### config.mk
export PLATFORM = sky130hd
export DESIGN_NAME = reset_request_ctrl_flat
export DESIGN_NICKNAME = d
export VERILOG_FILES = /design/src/rtl/reset_request_ctrl_if.sv /design/src/rtl/reset_request_ctrl.sv /design/src/flat_wrapper.sv
export SDC_FILE = /design/constraint.sdc
export NUM_CORES = 1
export LEC_CHECK = 0
export CORE_AREA = 2 2 76 78
export DETAILED_ROUTE_END_ITERATION = 16
export DIE_AREA = 0 0 78 80
export PLACE_DENSITY = 0.68
export SLEW_MARGIN = 25
export SYNTH_ARGS = -nofsm -noshare
export SYNTH_HDL_FRONTEND = slang
export SYNTH_SLANG_ARGS = --single-unit
### constraint.sdc
create_clock -name clk -period 4.9 [get_ports clk]
set_clock_uncertainty 0.1 [all_clocks]
set_input_delay 1.47 -clock clk [delete_from_list [all_inputs] [get_ports clk]]
set_output_delay 1.47 -clock clk [all_outputs]
set_load 0.1 [all_outputs]
### src/rtl/reset_request_ctrl_if.sv
// rtl/reset_request_ctrl_if.sv - request sources and reset-request outputs of reset_request_ctrl
interface reset_request_ctrl_if;
    logic       btnIn;
    logic       swReq;
    logic       wdtEn;
    logic       wdtKick;
    logic       causeClr;
    logic       rstReq;
    logic [2:0] cause;
    logic       busy;

    modport master (
        output btnIn, swReq, wdtEn, wdtKick, causeClr,
        input  rstReq, cause, busy
    );

    modport slave (
        input  btnIn, swReq, wdtEn, wdtKick, causeClr,
        output rstReq, cause, busy
    );
endinterface

### src/rtl/reset_request_ctrl.sv
// rtl/reset_request_ctrl.sv - merges button/software/watchdog requests into one fixed-width reset request pulse
module reset_request_ctrl #(
    parameter int DEBOUNCE_BITS  = 16,
    parameter int WDT_BITS       = 24,
    parameter int PULSE_CYCLES   = 16,
    parameter int HOLDOFF_CYCLES = 64
) (
    input  logic                 clk,
    input  logic                 rstIn,
    reset_request_ctrl_if.slave  req_if
);
    localparam int MaxPhase = (PULSE_CYCLES > HOLDOFF_CYCLES) ? PULSE_CYCLES : HOLDOFF_CYCLES;
    localparam int PhaseW   = $clog2(MaxPhase + 1);
    localparam logic [PhaseW-1:0] PulseLoad   = PhaseW'(PULSE_CYCLES - 1);
    localparam logic [PhaseW-1:0] HoldoffLoad = PhaseW'(HOLDOFF_CYCLES - 1);

    typedef enum logic [1:0] {
        ST_IDLE    = 2'd0,
        ST_ASSERT  = 2'd1,
        ST_HOLDOFF = 2'd2
    } state_e;

    logic                     btn_meta_q;
    logic                     btn_sync_q;
    logic                     btn_stable_q, btn_stable_d;
    logic                     btn_evt_q, btn_evt_d;
    logic [DEBOUNCE_BITS-1:0] deb_cnt_q, deb_cnt_d;
    logic [WDT_BITS-1:0]      wdt_cnt_q, wdt_cnt_d;
    logic                     wdt_evt;
    state_e                   state_q, state_d;
    logic [PhaseW-1:0]        phase_q, phase_d;
    logic                     rst_req_q;
    logic [2:0]               cause_q, cause_d;
    logic [2:0]               set_bits;

    // Stable level only follows the synced button after a full counter span of disagreement.
    always_comb begin
        deb_cnt_d    = '0;
        btn_stable_d = btn_stable_q;
        btn_evt_d    = 1'b0;
        if (btn_sync_q != btn_stable_q) begin
            if (&deb_cnt_q) begin
                btn_stable_d = btn_sync_q;
                btn_evt_d    = btn_sync_q;
            end else begin
                deb_cnt_d = deb_cnt_q + 1'b1;
            end
        end
    end

    // A kick in the terminal-count cycle suppresses the event.
    assign wdt_evt = req_if.wdtEn & ~req_if.wdtKick & (state_q == ST_IDLE) & (&wdt_cnt_q);

    always_comb begin
        wdt_cnt_d = wdt_cnt_q + 1'b1;
        if (!req_if.wdtEn || req_if.wdtKick || (state_q != ST_IDLE) || wdt_evt) begin
            wdt_cnt_d = '0;
        end
    end

    assign set_bits = {wdt_evt, req_if.swReq, btn_evt_q};

    always_comb begin
        state_d = state_q;
        phase_d = phase_q;
        cause_d = req_if.causeClr ? 3'b000 : cause_q;
        unique case (state_q)
            ST_IDLE: begin
                if (|set_bits) begin
                    state_d = ST_ASSERT;
                    phase_d = PulseLoad;
                    cause_d = cause_d | set_bits;
                end
            end
            ST_ASSERT: begin
                if (phase_q == '0) begin
                    state_d = ST_HOLDOFF;
                    phase_d = HoldoffLoad;
                end else begin
                    phase_d = phase_q - 1'b1;
                end
            end
            ST_HOLDOFF: begin
                if (phase_q == '0) begin
                    state_d = ST_IDLE;
                end else begin
                    phase_d = phase_q - 1'b1;
                end
            end
            default: begin
                state_d = ST_IDLE;
                phase_d = '0;
            end
        endcase
    end

    // Power-on reset only; the cause register must survive the resets this block requests.
    always_ff @(posedge clk or posedge rstIn) begin
        if (rstIn) begin
            btn_meta_q   <= 1'b0;
            btn_sync_q   <= 1'b0;
            btn_stable_q <= 1'b0;
            btn_evt_q    <= 1'b0;
            deb_cnt_q    <= '0;
            wdt_cnt_q    <= '0;
            state_q      <= ST_IDLE;
            phase_q      <= '0;
            rst_req_q    <= 1'b0;
            cause_q      <= 3'b000;
        end else begin
            btn_meta_q   <= req_if.btnIn;
            btn_sync_q   <= btn_meta_q;
            btn_stable_q <= btn_stable_d;
            btn_evt_q    <= btn_evt_d;
            deb_cnt_q    <= deb_cnt_d;
            wdt_cnt_q    <= wdt_cnt_d;
            state_q      <= state_d;
            phase_q      <= phase_d;
            rst_req_q    <= (state_d == ST_ASSERT);
            cause_q      <= cause_d;
        end
    end

    assign req_if.rstReq = rst_req_q;
    assign req_if.cause  = cause_q;
    assign req_if.busy   = (state_q != ST_IDLE);
endmodule

### src/flat_wrapper.sv
// flat-port wrapper written by rule: the top's interface ports become plain ports
module reset_request_ctrl_flat 
#(
    parameter int DEBOUNCE_BITS  = 16,
    parameter int WDT_BITS       = 24,
    parameter int PULSE_CYCLES   = 16,
    parameter int HOLDOFF_CYCLES = 64
)
  (clk, rstIn, req_if_btnIn, req_if_swReq, req_if_wdtEn, req_if_wdtKick, req_if_causeClr, req_if_rstReq, req_if_cause, req_if_busy);
  reset_request_ctrl_if req_if_i ();
  input  logic clk;
  input  logic rstIn;
  input wire logic [$bits(req_if_i.btnIn)-1:0] req_if_btnIn;
  input wire logic [$bits(req_if_i.swReq)-1:0] req_if_swReq;
  input wire logic [$bits(req_if_i.wdtEn)-1:0] req_if_wdtEn;
  input wire logic [$bits(req_if_i.wdtKick)-1:0] req_if_wdtKick;
  input wire logic [$bits(req_if_i.causeClr)-1:0] req_if_causeClr;
  output wire logic [$bits(req_if_i.rstReq)-1:0] req_if_rstReq;
  output wire logic [$bits(req_if_i.cause)-1:0] req_if_cause;
  output wire logic [$bits(req_if_i.busy)-1:0] req_if_busy;
  assign req_if_i.btnIn = req_if_btnIn;
  assign req_if_i.swReq = req_if_swReq;
  assign req_if_i.wdtEn = req_if_wdtEn;
  assign req_if_i.wdtKick = req_if_wdtKick;
  assign req_if_i.causeClr = req_if_causeClr;
  assign req_if_rstReq = req_if_i.rstReq;
  assign req_if_cause = req_if_i.cause;
  assign req_if_busy = req_if_i.busy;
  reset_request_ctrl #(.DEBOUNCE_BITS(DEBOUNCE_BITS), .WDT_BITS(WDT_BITS), .PULSE_CYCLES(PULSE_CYCLES), .HOLDOFF_CYCLES(HOLDOFF_CYCLES)) u_core (.clk(clk), .rstIn(rstIn), .req_if(req_if_i));
endmodule
---- Yosys cells after proc, flatten, opt, wreduce, memory -nomap -nowiden ----
Cells that the tools add are included.
cells by class
  add/subtract/negate cells ............... 3
  multipliers ............................. 0
  div/mod/pow operators ................... 0
  order comparisons ....................... 0
  eq/ne operators ......................... 6
  shift operators ......................... 0
  multiplexer cells ....................... 16
  bitwise gates (word level) .............. 5
  reduce and logical (&&, ||, !) cells .... 12
operators by type and width
  operator                                              number
  2-to-1 mux 16 bit                                     2
  adder 24 x 1 -> 24 bit (second input constant)        1
  2-to-1 mux 24 bit                                     1
  AND reduction 24 bit                                  1
  2-to-1 mux 7 bit                                      3
  case mux 7 bit (3 select lines)                       1
  AND reduction 17 bit                                  1
  adder 16 x 1 -> 16 bit (second input constant)        1
  AND reduction 16 bit                                  1
  2-to-1 mux 3 bit                                      3
  zero test 7 bit                                       1
  subtractor 7 x 1 -> 7 bit (second input constant)     1
  2-to-1 mux 2 bit                                      3
  case mux 2 bit (3 select lines)                       1
  equality test 2 x 1 -> 1 bit (second input constant)  2
  inequality test 2 bit (second input constant)         2
  bitwise AND 1 bit                                     3
  logical OR 1 bit                                      3
  bitwise OR 3 bit                                      1
  OR reduction 3 bit                                    1
  equality test 2 bit (second input constant)           1
  zero test 2 bit                                       1
  2-to-1 mux 1 bit                                      2
  AND reduction 2 bit                                   1
  other kinds (4)                                       4
word-level totals
  bits in registers ....................... 57
  latch bits .............................. 0
  memory bits (writable) .................. 0
  ROM bits ................................ 0
  output and inout port bits .............. 5
  word-level logic and storage cells ...... 52
  memories kept ........................... 0

---- Longest topological paths before layout ----
Gate-level depths: netlist (run 1).
  depth in word-level cells ............... 8
  depth in mapped cells ................... 7
  mapped depth without buffers ............ 6

---- Worst setup path before layout (run 1) ----
Ideal clock, no wire load.
  path type ............................... input to register
  from .................................... input req_if_wdtKick
  to ...................................... register u_core.phase_q[4]
  setup time .............................. 0.121 ns
  arrival ................................. 2.803 ns
  required time ........................... 4.679 ns
  setup slack ............................. 1.876 ns
  cell stages on the path ................. 5
  path buffers ............................ 1
  cell sequence ........................... or4b_1 > clkbuf_1 > nor4_1 > a21boi_1 > o22a_1
between the ends
  word-level cells in the longest chain between the ends .. 7
ends and longest elaborated chain
  what                             RTL line                   text
  from (decl)                      flat_wrapper.sv:16         input wire logic [$bits(req_if_i.wdtKick)-1:0] req_if_wdtKick;
  NOT 1 bit                        reset_request_ctrl.sv:52   assign wdt_evt = req_if.wdtEn & ~req_if.wdtKick & (state_q == ST_IDLE) & (&wdt_cnt_q);
  bitwise AND 1 bit (3 in series)  reset_request_ctrl.sv:52
  OR reduction 3 bit               reset_request_ctrl.sv:69   if (|set_bits) begin
  inequality test 2 bit (no line)  n/a
  AND reduction 2 bit (no line)    n/a
  to (signal assigned)             reset_request_ctrl.sv:118  phase_q <= phase_d;
  to (decl)                        reset_request_ctrl.sv:31   logic [PhaseW-1:0] phase_q, phase_d;
No other way between the ends.
A chain may end at the register's enable or synchronous reset.

---- Final worst setup path (run 1) ----
  from .................................... register u_core.state_q[1]
  to ...................................... output req_if_busy
between the ends
  word-level cells in the longest chain between the ends .. 1
ends and longest elaborated chain
  what                    RTL line                   text
  from (decl)             reset_request_ctrl.sv:30   state_e state_q, state_d;
  from (signal assigned)  reset_request_ctrl.sv:117  state_q <= state_d;
  nonzero test 2 bit      reset_request_ctrl.sv:126  assign req_if.busy = (state_q != ST_IDLE);
  to (decl)               flat_wrapper.sv:20         output wire logic [$bits(req_if_i.busy)-1:0] req_if_busy;
No other way between the ends.

==> impl_metrics.tcl, run 1 <==
set metrics [dict create \
    status "complete, no violations" \
    grt_pass1_wl_mm 9.40 \
    synth_top_area_share_pct 49.9 \
    htreeDepth 3 \
    portBuffers 11 \
    grt_max_degree 40 \
    die_x_um 78 \
    antenna_left 0 \
    synth_area_leaders "dfrtp_1 (50%), xnor2_1 (6.1%), nor2_1 (4.6%)" \
    drc_errors 0 \
    final_nets 324 \
    ff2ff_path_depth 6 \
    r2r_end "u_core.phase_q[1]" \
    p_int_mw 0.857 \
    dr.pass1.iters 4 \
    synth_enable_flop_cells 0 \
    hold_path_class "reg2reg" \
    wl_mm 5.26 \
    pwr-share-comb_pct 25.5 \
    ys_seq_elements 57 \
    drive_gt1_share_pct 8.81 \
    cts_tree "yes" \
    cts_repair_resize_count 0 \
    p_clk_share_pct 30.7 \
    dieArea_mm2 0.00624 \
    pre_cts_ws_ps 1300 \
    first_global_vias 2080 \
    hp-start "u_core.btn_meta_q" \
    report.final.slew_viol_count 0 \
    layout_min_cycle_time_ps 3910 \
    power_frac_seq_pct 43.8 \
    yosys.cell_types.count 46 \
    period_share_pct 79.7 \
    critPathMaxFanout 14 \
    r2r_start "u_core.phase_q[0]" \
    grt_antenna_before_repair 0 \
    crit_required_ps 3330 \
    fp.dieH_um 80 \
    grt_use_total_pct 19.4 \
    setup_tns_ps 0 \
    fin_cells 390 \
    cts_buffers 9 \
    initial_core_util_pct 52.9 \
    powerDensity_mw_per_mm2 406 \
    crit_type "reg2out" \
    switching_share_pct 34.4 \
    syn_inst 299 \
    yosysMostFrequentCell "dfrtp_1" \
    synth_common_cells "dfrtp_1 (57), nor2_1 (35), nand2_1 (21), xnor2_1 (20), inv_1 (18)" \
    slowest_stage "clkdlybuf4s50_1" \
    maxCapViolations 0 \
    tightestPinTransition_ps 990 \
    synth_top_area_cell "dfrtp_1" \
    synth.avg_cell_area_um2 9.56 \
    max_freq_ghz 0.256 \
    synth_area_mm2 0.00286 \
    ys_seq_area_share_pct 49.9 \
    cp-end-kind "primary output" \
    root_buffer "clkbuf_8" \
    r2r_slack_ps 2570 \
    p_sw_mw 0.449 \
    drtIter0Drc 144 \
    postCtsSetupRepairBufs 0 \
    leakagePower_nw 1.25 \
    grt_setup_unrepaired "no" \
    hold_path_depth 0 \
    setup_viol 0 \
    holdPathEnd "u_core.btn_sync_q" \
    crit_path_max_incr_delay_ps 1130 \
    wire_per_inst_um 13.5 \
    ys_warn_count 0 \
    cts.sinks 57 \
    syn_to_final_growth_pct 12.4 \
    vias 2172 \
    antenna_cells 0 \
    setup_ws_ps 993 \
    dp.final_hpwl_mm 3.63 \
    rows 27 \
    ys_async_sr_fraction_pct 100 \
    critPathLaunchType "register" \
    syn_nets 309 \
    max_slew_margin_pct 33.8 \
    ctsHoldBuffers 0 \
    place_inst 375 \
    finalHoldViolations 0 \
    clk_path_buf_depth 2 \
    clk_pin_slew_ps 70 \
    drt-vias-per-instance 5.57 \
    ios 12 \
    cp_cell_sequence "nor2_1 > inv_1 > clkdlybuf4s50_1" \
    crit_arrival_ps 2340 \
    core_area_mm2 0.00541 \
    ir_drop_v 0.000325 \
    gp_congestion 0.834 \
    synthFlopType "dfrtp_1" \
    grt.overflow.total 0 \
    clk_latency_ps 330 \
]
-- flip-flops by register name, summed over array words and instances, names as in the netlist --
name,count
u_core.btn_evt_q,1
u_core.btn_meta_q,1
u_core.btn_stable_q,1
u_core.btn_sync_q,1
u_core.deb_cnt_q,16
u_core.phase_q,7
u_core.req_if.cause,3
u_core.req_if.rstReq,1
u_core.state_q,2
u_core.wdt_cnt_q,24
-- power groups by stage --
stage                     Combinational [mW]  Sequential (mW)  Clock [mW]
final                                  0.333            0.572       0.401
after global routing                   0.371            0.579       0.437
after CTS                              0.338            0.572       0.409
after detailed placement               0.337            0.579           0
after global placement                 0.336            0.579           0
after floorplan                        0.225            0.613           0
-- per-stage QoR --
step / hold slack, ps / area, um2 / util [%] / total power, mW
after CTS: 254 / 3210 / 59.4 / 1.32
after floorplan: 231 / 2860 / - / 0.838
after global routing: 268 / 3210 / 59.4 / 1.39
after global placement: 235 / 3030 / 56.1 / 0.915
final: 250 / 3210 / 59.4 / 1.31
after detailed placement: 249 / 3030 / 56.1 / 0.916
-- final cells by class --
| cell class | instances | area [um2] |
|---|---|---|
| multi-input combinational | 214 | 1320 |
| timing repair buffer | 14 | 133 |
| fill | 467 | 2190 |
| inverter | 18 | 67.6 |
| tap | 72 | 90.1 |
| clock buffer | 12 | 165 |
| clock inverter | 3 | 15.0 |
| sequential | 57 | 1430 |
-- how the worst max path moves through the flow --
stage | start | to | slack, ps | depth (start not counted)
detailed placement | req_if_wdtEn | u_core.phase_q[0] | 1300 | 5
global placement | req_if_wdtEn | u_core.phase_q[4] | 1350 | 5
floorplan | req_if_wdtKick | u_core.phase_q[4] | 1880 | 5
finish | u_core.state_q[1] | req_if_busy | 990 | 3
CTS | u_core.state_q[1] | req_if_busy | 990 | 3
global route | u_core.state_q[0] | req_if_busy | 910 | 3
-- worst max-delay path, delay by kind of cell (launching register included) --
kind / cells / cell delay (ps)
flops: 1 / 600
buf+inv: 2 / 1230
simple gates: 1 / 170
-- metal layers --
layer  up-vias  wire length [um]  track usage [%]
met3         6               166             6.11
met2        33              2450             30.3
met4         0                72             6.32
met5         -                 0                0
met1      1048              2580             25.9
li1       1085                 -                -
-- cell families (layout without fill, tap and decap cells) --
logic type	after synthesis	in the layout	share of synthesized area [%]
fa+ha+maj	3	3	1.31
compound gates	48	48	10.9
flops	57	57	49.9
mux	2	2	0.744
simple gates	133	133	24.5
xor+xnor	28	28	8.58
buf+inv	28	47	4.07
-- layout by cell type (no fill, tap or decap), drive strengths merged, types with 2 or more instances in the layout --
master         Yosys  layout
nand4              8       8
inv               18      18
nor4               7       7
nor2              35      35
a221oi             3       3
xnor2             20      20
nor3              16      16
clkinv             0       3
o21ai             13      13
a21oi             13      13
nand2b             2       2
xor2               8       8
nand2             21      21
ha                 3       3
clkdlybuf4s50      0      11
and3               3       3
and2               2       2
or4                7       7
o31ai              4       4
o221ai             3       3
dfrtp             57      57
buf                4       3
nand3             18      18
o21a               2       2
a21boi             2       2
clkbuf             6      12
or3                9       9
(Power assumes the default switching activity.)
==> run 2, diff against run 1 <==
--- a/config.mk
+++ b/config.mk
@@ -8,7 +8,7 @@
 export CORE_AREA = 2 2 76 78
 export DETAILED_ROUTE_END_ITERATION = 16
 export DIE_AREA = 0 0 78 80
-export PLACE_DENSITY = 0.68
+export PLACE_DENSITY = 0.71
 export SLEW_MARGIN = 25
 export SYNTH_ARGS = -nofsm -noshare
 export SYNTH_HDL_FRONTEND = slang
==> constraint.sdc (replaced) <==
create_clock -name clk -period 3.2 [get_ports clk]
set_clock_uncertainty 0.1 [all_clocks]
set_input_delay 0.96 -clock clk [delete_from_list [all_inputs] [get_ports clk]]
set_output_delay 0.96 -clock clk [all_outputs]
set_load 0.1 [all_outputs]
==> impl_metrics.tcl, run 2 (synthesized netlist as in run 1, its figures left out) <==
set metrics [dict create \
    cts_tree "yes" \
    cp_top_family "flip-flops" \
    drt-vias-per-instance 5.55 \
    largest_reg_flops 24 \
    wl_mm 5.67 \
    cts.sinks 57 \
    die_x_um 78 \
    crit_path_max_incr_delay_ps 540 \
    finalHoldViolations 0 \
    critPathMaxFanout 14 \
    core_area_mm2 0.00541 \
    grt.overflow.total 0 \
    root_buffer "clkbuf_8" \
    fillers 462 \
    hold_path_class "reg2reg" \
    drive_gt1_share_pct 10.0 \
    clk_latency_ps 330 \
    htreeDepth 3 \
    final_nets 327 \
    vias 2176 \
    cp-end-kind "primary output" \
    antenna_left 0 \
    largest_register "u_core.wdt_cnt_q" \
    ios 12 \
    setup_tns_ps 0 \
    multi_input_area_mm2 0.00132 \
    cts_buffers 9 \
    dp.final_hpwl_mm 3.72 \
    crit_arrival_ps 1620 \
    p_sw_mw 0.689 \
    powerDensity_mw_per_mm2 616 \
    grt_max_degree 38 \
    cp_cell_sequence "nor2_1 > inv_1 > buf_4" \
    cts_repair_resize_count 0 \
    reg_top3 "u_core.wdt_cnt_q (24), u_core.deb_cnt_q (16), u_core.phase_q (7)" \
    layout_common_cells "dfrtp_1 (57), nor2_1 (35), nand2_1 (21), xnor2_1 (20)" \
    place_inst 378 \
    antenna_cells 0 \
    period_share_pct 83.7 \
    report.final.slew_viol_count 0 \
    rows 27 \
    tightestPinTransition_ps 477 \
    ctsHoldBuffers 0 \
    p_int_mw 1.29 \
    gp_congestion 0.849 \
    dieArea_mm2 0.00624 \
    max_freq_ghz 0.373 \
    setup_viol 0 \
    p_clk_share_pct 29.2 \
    drc_errors 0 \
    grt_setup_unrepaired "no" \
    crit_required_ps 2140 \
    grt_pass1_wl_mm 10.0 \
    syn_to_final_growth_pct 12.6 \
    initial_core_util_pct 52.9 \
    clk_pin_slew_ps 60 \
    wire_per_inst_um 14.5 \
    switching_share_pct 34.8 \
    layout_min_cycle_time_ps 2680 \
    clk_path_buf_depth 2 \
    grt_antenna_before_repair 0 \
    fin_cells 392 \
    critPathLaunchType "register" \
    ff_latch_area_mm2 0.00143 \
    leakagePower_nw 1.26 \
    dr.pass1.iters 4 \
    fp.dieH_um 80 \
    first_global_vias 2128 \
    postCtsSetupRepairBufs 0 \
    max_slew_margin_pct 68.0 \
    layout_commonest_cell "dfrtp_1" \
    slowest_stage "dfrtp_1" \
    portBuffers 11 \
    crit_type "reg2out" \
    maxCapViolations 0 \
    ir_drop_v 0.000471 \
    status "complete, no violations" \
    power_frac_seq_pct 44.4 \
    pwr-share-comb_pct 26.4 \
    grt_use_total_pct 20.5 \
    path_buf_inv 2 \
    drtIter0Drc 146 \
]
==> run 2: path summary, 6_finish.rpt <==
kind / startpoint / to / slack, ps / cells after the start
max: u_core.state_q[0] / req_if_busy / 520 / 3
min: u_core.btn_meta_q / u_core.btn_sync_q / 250 / 0
max reg2reg: u_core.state_q[0] / u_core.phase_q[2] / 860 / 5
min reg2reg: u_core.btn_meta_q / u_core.btn_sync_q / 250 / 0
max in group asynchronous: rstIn / u_core.deb_cnt_q[9] / 1580 / 3
min in group asynchronous: rstIn / u_core.deb_cnt_q[1] / 860 / 2
==> run 2: area by class of cell <==
class                      count  area share (%)
clock buffer                  14            5.05
inverter                      18            2.10
multi-input combinational    214            40.9
sequential                    57            44.3
tap                           72            2.80
timing repair buffer          17            4.82
==> run 2: layer usage <==
metal | track usage (%) | wire, um | vias up
met1 | 27.2 | 2650 | 1040
met5 | 0 | 0 | -
met4 | 10.5 | 80 | 0
met2 | 32.6 | 2770 | 37
li1 | - | - | 1093
met3 | 3.17 | 164 | 6
==> run 2: power by group through the flow <==
stage                     Sequential (mW)  Clock, mW  Combinational [mW]
final                               0.879      0.579               0.524
after global routing                0.891      0.619               0.584
after CTS                           0.877      0.592               0.525
after detailed placement            0.890          0               0.523
after global placement              0.888          0               0.512
after floorplan                     0.939          0               0.345
==> run 2: through the flow <==
step | hold slack [ps] | setup WS (ps) | total power [mW] | util (%) | instance area, um2
5_1_grt | 253 | 389 | 2.09 | 59.5 | 3220
4_1_cts | 254 | 519 | 1.99 | 59.5 | 3220
2_1_floorplan | 231 | 686 | 1.28 | - | 2860
6_report | 250 | 520 | 1.98 | 59.5 | 3220
3_3_place_gp | 239 | 258 | 1.40 | 56.5 | 3060
3_5_place_dp | 240 | 240 | 1.41 | 56.5 | 3060
==> run 3, diff against run 2 <==
==> constraint.sdc (replaced) <==
create_clock -name clk -period 2.3 [get_ports clk]
set_clock_uncertainty 0.1 [all_clocks]
set_input_delay 0.69 -clock clk [delete_from_list [all_inputs] [get_ports clk]]
set_output_delay 0.69 -clock clk [all_outputs]
set_load 0.1 [all_outputs]
==> impl_metrics.tcl, run 3 (synthesized netlist as in run 1, its figures left out) <==
set metrics [dict create \
    status "complete, but fails checks" \
    violations "setup timing" \
    grt_pass1_wl_mm 9.54 \
    ir_drop_v 0.000684 \
    final_nets 341 \
    root_buffer "clkbuf_8" \
    crit_type "in2reg" \
    setup_ws_ps -5.82 \
    reg_top3 "u_core.wdt_cnt_q (24), u_core.deb_cnt_q (16), u_core.phase_q (7)" \
    hp-start "u_core.btn_meta_q" \
    final_area_mm2 0.00343 \
    vias 2230 \
    r2r_start "u_core.wdt_cnt_q[0]" \
    drt-vias-per-instance 5.47 \
    powerDensity_mw_per_mm2 844 \
    antenna_cells 0 \
    crit_required_ps 2440 \
    finalHoldViolations 0 \
    syn_to_final_growth_pct 20.0 \
    cts_buffers 9 \
    place_area_mm2 0.00320 \
    setup_viol 1 \
    layout_min_cycle_time_ps 2310 \
    crit_start "req_if_wdtEn" \
    whs_ps 260 \
    leakagePower_nw 1.38 \
    postCtsSetupRepairBufs 0 \
    first_global_vias 2133 \
    dr.pass1.iters 4 \
    utilization_pct 63.4 \
    max_slew_margin_pct 70.8 \
    htreeDepth 3 \
    clk_path_buf_depth 2 \
    antenna_left 0 \
    core_area_mm2 0.00541 \
    crit_arrival_ps 2440 \
    grt_max_degree 25 \
    ios 12 \
    fp.dieH_um 80 \
    drc_errors 0 \
    drive_gt1_share_pct 17.3 \
    critPathMaxFanout 6 \
    fillers 441 \
    period_share_pct 100 \
    cp-end-kind "register" \
    grt_antenna_before_repair 0 \
    largest_reg_flops 24 \
    cts_tree "yes" \
    portBuffers 11 \
    grt.overflow.total 0 \
    layout_commonest_cell "dfrtp_1" \
    wire_per_inst_um 13.4 \
    ff_latch_area_mm2 0.00143 \
    tightestPinTransition_ps 435 \
    clk_latency_ps 320 \
    grt_use_total_pct 19.6 \
    report.final.slew_viol_count 0 \
    gp_congestion 0.895 \
    rows 27 \
    drtIter0Drc 96 \
    dieArea_mm2 0.00624 \
    initial_core_util_pct 52.9 \
    dp.final_hpwl_mm 3.77 \
    wl_mm 5.46 \
    largest_register "u_core.wdt_cnt_q" \
    max_freq_ghz 0.434 \
    cts.sinks 57 \
    maxCapViolations 0 \
    layout_common_cells "dfrtp_1 (57), nor2_1 (35), nand2_1 (21), xnor2_1 (20), buf_4 (20)" \
    hold_path_class "reg2reg" \
    clk_pin_slew_ps 70 \
    critPathLaunchType "primary input" \
    die_x_um 78 \
    multi_input_area_mm2 0.00136 \
]
## run 3: cell types whose count changed in the layout (fill, tap and decap cells not counted), moves of 2 or more
cell	delta
buf_4	+10
a221oi_2	+3
clkbuf_1	-3
buf_12	+3
a221oi_1	-3
clkinv_2	+3
clkinvlp_4	+2
## run 3: critical path, stage by stage
cell	delay, ps
clkdlybuf4s50_1	460
or4b_4	500
buf_6	160
or3_4	400
a221oi_2	240
## run 3: final cells by class
cell class	instances	share of cell area [%]
Sequential cell	57	41.6
Clock buffer	11	4.41
Inverter	18	1.97
Multi-Input combinational cell	214	39.7
Timing Repair Buffer	31	8.79
Tap cell	72	2.63
Clock inverter	5	0.876
## run 3: what timing repair did
item	in CTS	in global routing
pin swaps	0	1
resized for setup	4	5
cloned	0	0
setup endpoints to repair	6	6
hold buffers	0	0
## run 3: layer usage
layer | GRT usage, % | vias up | routed length (um)
li1 | - | 1125 | -
met1 | 24.7 | 1069 | 2640
met2 | 32.1 | 32 | 2620
met3 | 5.66 | 4 | 171
met4 | 7.37 | 0 | 31
met5 | 0 | - | 0
## run 3: through the flow
step	power (mW)	setup slack (ps)	instances	TNS (ps)
after floorplan	1.79	56.0	299	0
after global placement	2.03	-391	392	-5750
after detailed placement	2.04	-457	392	-6230
after CTS	2.90	14.2	408	0
after global routing	3.07	-38.2	408	-38.8
final	2.89	-5.82	408	-5.82
## run 3: path summary, 6_finish.rpt
kind                       cells past startpoint                    to  slack (ps)
min in group asynchronous                      2   u_core.deb_cnt_q[8]         580
setup reg to reg                               5     u_core.state_q[0]         240
hold / removal                                 0     u_core.btn_sync_q         260
hold reg to reg                                0     u_core.btn_sync_q         260
setup / recovery                               5     u_core.state_q[0]          -6
max in group asynchronous                      3  u_core.wdt_cnt_q[13]        1060
## run 3: power by group
group	internal [mW]	total (mW)	switching, mW
clock network	0.443	0.839	0.395
registers	1.10	1.18	0.0848
logic	0.349	0.872	0.523
